**config.mk**
```make
export PLATFORM = sky130hd
export DESIGN_NAME = mem_arbiter
export DESIGN_NICKNAME = d
export VERILOG_FILES = /design/src/rtl/mem_arbiter.sv
export SDC_FILE = /design/constraint.sdc
export NUM_CORES = 1
export LEC_CHECK = 0
export CORE_AREA = 10 10 109 111
export DETAILED_ROUTE_END_ITERATION = 10
export DIE_AREA = 0 0 119 121
export PLACE_DENSITY = 0.7
export SLEW_MARGIN = 25
export SYNTH_ARGS = -nofsm -noshare
export SYNTH_HDL_FRONTEND = slang
export SYNTH_SLANG_ARGS = --single-unit
```
**constraint.sdc**
```tcl
create_clock -name clk -period 3.82 [get_ports clk]
set_input_delay 1.146 -clock clk [delete_from_list [all_inputs] [get_ports clk]]
set_output_delay 1.146 -clock clk [all_outputs]
set_load 0.05 [all_outputs]
```
**src/rtl/mem_arbiter.sv**
```systemverilog
// Two-port memory arbiter: instruction fetch vs. data load/store sharing one memory.
// Build option ARB_RR_EN swaps fixed data priority + starvation limit for round-robin.
module mem_arbiter #(
  parameter int STARVE_LIMIT = 4,
  parameter int CNTW         = 4
) (
  input  logic        clk,
  input  logic        rst,
  input  logic        i_req,
  input  logic [29:0] i_addr,
  output logic        i_gnt,
  output logic        i_rvalid,
  output logic [31:0] i_rdata,
  input  logic        d_req,
  input  logic        d_we,
  input  logic [29:0] d_addr,
  input  logic [31:0] d_wdata,
  input  logic [3:0]  d_wstrb,
  output logic        d_gnt,
  output logic        d_rvalid,
  output logic [31:0] d_rdata,
  output logic        m_rready,
  output logic        m_wready,
  output logic [29:0] m_raddr,
  output logic [29:0] m_waddr,
  output logic [31:0] m_wdata,
  output logic [3:0]  m_wstrb,
  input  logic [31:0] m_rdata
);

  logic i_win;
  logic d_win;
  logic store_gnt;
  logic read_gnt;
  logic i_rvalid_q;
  logic d_rvalid_q;
  logic d_load_q;

`ifdef ARB_RR_EN
  // last_q = 1 means the data port was granted last; reset favours data first.
  logic last_q;

  always_comb begin
    i_win = 1'b0;
    d_win = 1'b0;
    if (!rst) begin
      if (i_req && d_req) begin
        if (last_q) i_win = 1'b1;
        else        d_win = 1'b1;
      end else if (i_req) begin
        i_win = 1'b1;
      end else if (d_req) begin
        d_win = 1'b1;
      end
    end
  end

  always_ff @(posedge clk) begin
    if (rst)        last_q <= 1'b0;
    else if (i_win) last_q <= 1'b0;
    else if (d_win) last_q <= 1'b1;
  end
`else
  localparam logic [CNTW-1:0] LIMIT = CNTW'(STARVE_LIMIT);

  logic [CNTW-1:0] starve_cnt;
  logic            starved;

  assign starved = (starve_cnt == LIMIT);

  always_comb begin
    i_win = 1'b0;
    d_win = 1'b0;
    if (!rst) begin
      if (i_req && d_req) begin
        if (starved) i_win = 1'b1;
        else         d_win = 1'b1;
      end else if (i_req) begin
        i_win = 1'b1;
      end else if (d_req) begin
        d_win = 1'b1;
      end
    end
  end

  // Counts data grants that made a pending fetch wait; saturates at the limit.
  always_ff @(posedge clk) begin
    if (rst)
      starve_cnt <= '0;
    else if (!i_req || i_win)
      starve_cnt <= '0;
    else if (d_win && !starved)
      starve_cnt <= starve_cnt + 1'b1;
  end
`endif

  assign i_gnt     = i_win;
  assign d_gnt     = d_win;
  assign store_gnt = d_win & d_we;
  assign read_gnt  = i_win | (d_win & ~d_we);

  assign m_rready = read_gnt;
  assign m_wready = store_gnt;
  assign m_raddr  = i_win ? i_addr : d_addr;
  assign m_waddr  = d_addr;
  assign m_wdata  = d_wdata;
  assign m_wstrb  = store_gnt ? d_wstrb : 4'b0000;

  always_ff @(posedge clk) begin
    if (rst) begin
      i_rvalid_q <= 1'b0;
      d_rvalid_q <= 1'b0;
      d_load_q   <= 1'b0;
    end else begin
      i_rvalid_q <= i_win;
      d_rvalid_q <= d_win;
      d_load_q   <= d_win & ~d_we;
    end
  end

  // Gating with rst drops a response whose grant was followed by a reset cycle.
  assign i_rvalid = i_rvalid_q & ~rst;
  assign d_rvalid = d_rvalid_q & ~rst;
  assign i_rdata  = i_rvalid ? m_rdata : 32'h0;
  assign d_rdata  = (d_rvalid && d_load_q) ? m_rdata : 32'h0;

endmodule

```
==> metrics.txt <==
status=finished, final reports clean; Post-synth ARST share=0; CTS Buffer Depth=2; routed len/inst=19.7 µm; setup violators final=0; Yosys reg bits=7; Post-route DRC=0; Post-synth EDFFs=0; IO buf count=between 200 and 250; DP Wirelength=9380 µm; initial DRC count=73; initial core utilization=0.179; mean post-synth cell area=8.37 µm²; WS Path Type=in -> out; met1 wire length=3370 µm; library cells used by synthesis=22; switch share=0.420; via count=2,032; Worst Reg2Reg Path Length in Cells=5; H-tree depth=1; Comb pwr share=0.756; Final Hold Fails=0; pre-CTS setup slack=-0.000480 ns; Reg clk slew, reported paths=0.04 ns; CP Data Required Time=2.67 ns; worst-path cell chain=clkdlybuf4s50_1, o211a_4, buf_12, mux2_4, buf_12; YS warnings=0; placed cells=between 500 and 600; Layout area overhead=182%; vias per inst=roughly 3.9; largest net degree at the start of global routing=34; Crit. End Element=output port; DIE WIDTH=~120 µm; Top Layer Used=met4; Hold EP=starve_cnt[0]$_SDFFE_PP0P_; Final WS setup=0.123 ns; routed wire length=10,200 µm; count leader, synth=buf_4; setup TNS=0 ns; CP startpoint kind=input pin; RSZ-0062 raised after global routing=false; Crit path arrival time=2.55 ns; max cap viols=0; post-synthesis cell count=206; CTS Buf Count=3; Syn Nets=341; Ports=between 200 and 300; Worst Hold Launch=starve_cnt[0]$_SDFFE_PP0P_; Worst R2R Setup Slack=2.40 ns; Static Leak=2.21 nW; Sinks on Clock Net=7; crit-path max FO=10; leading area contributor after synthesis=buf_4; NetSw=0.000315 W; top_reg_cell synth=dfxtp_1; maximum vdd drop=120 µV; Reg power frac=0.106; Hold Crit Class=reg -> reg; P per Cell Area=155 mW/mm²; top cells by area, synth=buf_4, mux2_4, and3_1; die area=0.0144 mm²; core area=0.00964 mm²; met3 wire len=1670 µm; Hold Path Stages=1; drt first pass iters=4; Core Rows=36; Tmin final=about 3.7 ns; total grt overflow=0; final worst path period share=0.968; Seq/Total Area, Yosys=0.0813; clock power share=0.138; Int Pwr=0.000435 W; Slew HR=0.377; Die H=between 100 and 150 µm; post-route insts no fill=515; Clock Skew=a little over 0.005 ns; Hold-fix buffers, CTS=0; Worst R2R End=starve_cnt[1]$_SDFFE_PP0P_; Max Slew Vio Count=0; vias in the first global route=2,259; Achievable Freq=approximately 270 MHz; first-pass GRT wire length=14,700 µm; initial antenna violation count=1; reg2reg start=starve_cnt[0]$_SDFFE_PP0P_; total track usage=0.129; CTS tree=built; Yosys top cell area share=0.270; Antenna Nets Post-Route=0; most used cell, CP=buf_12; final net count=517; Root Buffer=clkbuf_8; synth cell count leaders=buf_4, and3_1, and2_1; clk_lat worst skew=around 0.23 ns; share of layout cells above drive strength 1=0.480; Worst-Margin Slew=0.933 ns; Fill cells=844; Critical Path Slowest Stage Cell=clkdlybuf4s50_1; mapped cell area=0.00172 mm²; Final GP Congestion=0.693; max incr delay on CP=0.49 ns; met2 wire length=5050 µm
[cell type report]
| type | instances | area (µm²) | area share |
|---|---|---|---|
| Sequential cell | 7 | 140 | 0.0289 |
| Tap cell | 133 | 166 | 0.0343 |
| Inverter | 6 | 22.5 | 0.00464 |
| Antenna cell | 1 | 2.50 | 0.000515 |
| Clock buffer | 4 | 45.0 | 0.00928 |
| Timing Repair Buffer | 245 | 3440 | 0.709 |
| Multi-Input combinational cell | 119 | 1040 | 0.214 |
[worst max-delay path by stage]
stage / start / end / cells after the start
2_1_floorplan: rst / d_rdata[17] / 3
3_3_place_gp: rst / m_raddr[22] / 6
3_5_place_dp: rst / m_raddr[25] / 6
4_1_cts: rst / m_raddr[25] / 6
5_1_grt: i_req / m_raddr[25] / 5
6_report: i_req / m_raddr[25] / 5
[layer usage]
metal	vias up	GRT usage
met5	-	0
met4	0	0.0214
met3	8	0.0879
met2	182	0.232
met1	870	0.120
li1	972	-
[power by group through the flow]
stage / combinational, W / clock [W] / sequential, W
after floorplan: 0.000368 / 0 / 0.0000774
after global placement: 0.000565 / 0 / 0.0000805
after detailed placement: 0.000570 / 0 / 0.0000804
after CTS: 0.000571 / 0.000105 / 0.0000793
after global routing: 0.000589 / 0.000111 / 0.0000800
final: 0.000567 / 0.000104 / 0.0000793
[through the flow]
| stage | area (µm²) | utilization | hold slack (ns) | total power, W |
|---|---|---|---|---|
| after floorplan | 1730 | - | 0.430 | 0.000445 |
| after global placement | 4760 | 0.494 | 0.441 | 0.000646 |
| after detailed placement | 4760 | 0.494 | 0.452 | 0.000651 |
| after CTS | 4800 | 0.498 | 0.461 | 0.000756 |
| after global routing | 4860 | 0.504 | 0.503 | 0.000780 |
| final | 4860 | 0.504 | 0.457 | 0.000750 |
[cell families (layout without fill, tap and decap cells)]
family	after synthesis	count (layout)	synth area share
AOI/OAI and AO/OA	5	5	0.0261
xor gates and xnor gates	2	2	0.0102
adders and majority gates	2	2	0.0145
buffers and inverters	80	255	0.322
DFF	7	7	0.0813
muxes	30	30	0.257
other	0	1	0
and+or+nand+nor	80	80	0.289
[critical path, delay by kind of cell]
kind	cells	cell delay [ns]
buffers and inverters	3	0.81
AO/OA/AOI/OAI	1	0.26
multiplexers	1	0.32
[layout by cell type, fill, tap and decap left out]
master | Yosys | routed
or3b_1 | 1 | 1
dlymetal6s2s_1 | 0 | 2
ha_1 | 2 | 2
and3_1 | 36 | 36
clkbuf_1 | 9 | 1
o211a_4 | 1 | 1
nor2_1 | 4 | 4
clkbuf_16 | 0 | 1
buf_12 | 0 | 106
mux2_2 | 2 | 2
and3b_4 | 1 | 1
nor2b_2 | 0 | 2
a21oi_2 | 0 | 1
inv_1 | 6 | 6
xnor2_1 | 1 | 1
nand3_1 | 1 | 1
dfxtp_1 | 7 | 7
a21o_1 | 1 | 1
buf_6 | 3 | 1
buf_4 | 62 | 37
mux2_4 | 28 | 28
xor2_1 | 1 | 1
a21oi_1 | 2 | 1
o211a_1 | 1 | 1
and2_1 | 34 | 34
clkdlybuf4s50_1 | 0 | 98
diode_2 | 0 | 1
clkbuf_8 | 0 | 3
nand2b_1 | 1 | 1
[state kept, by name (all words and copies together) (netlist names)]
name / count
d_load_q: 1
d_rvalid_q: 1
starve_cnt: 4
i_rvalid_q: 1
[repair_timing]
action                     CTS  global route
setup endpoints to repair    9            18
resized for setup            0             2
pin swaps                    1             1
cloned                       0             2
setup buffers                0             1
Note: power is estimated with default switching activity, not from simulation.
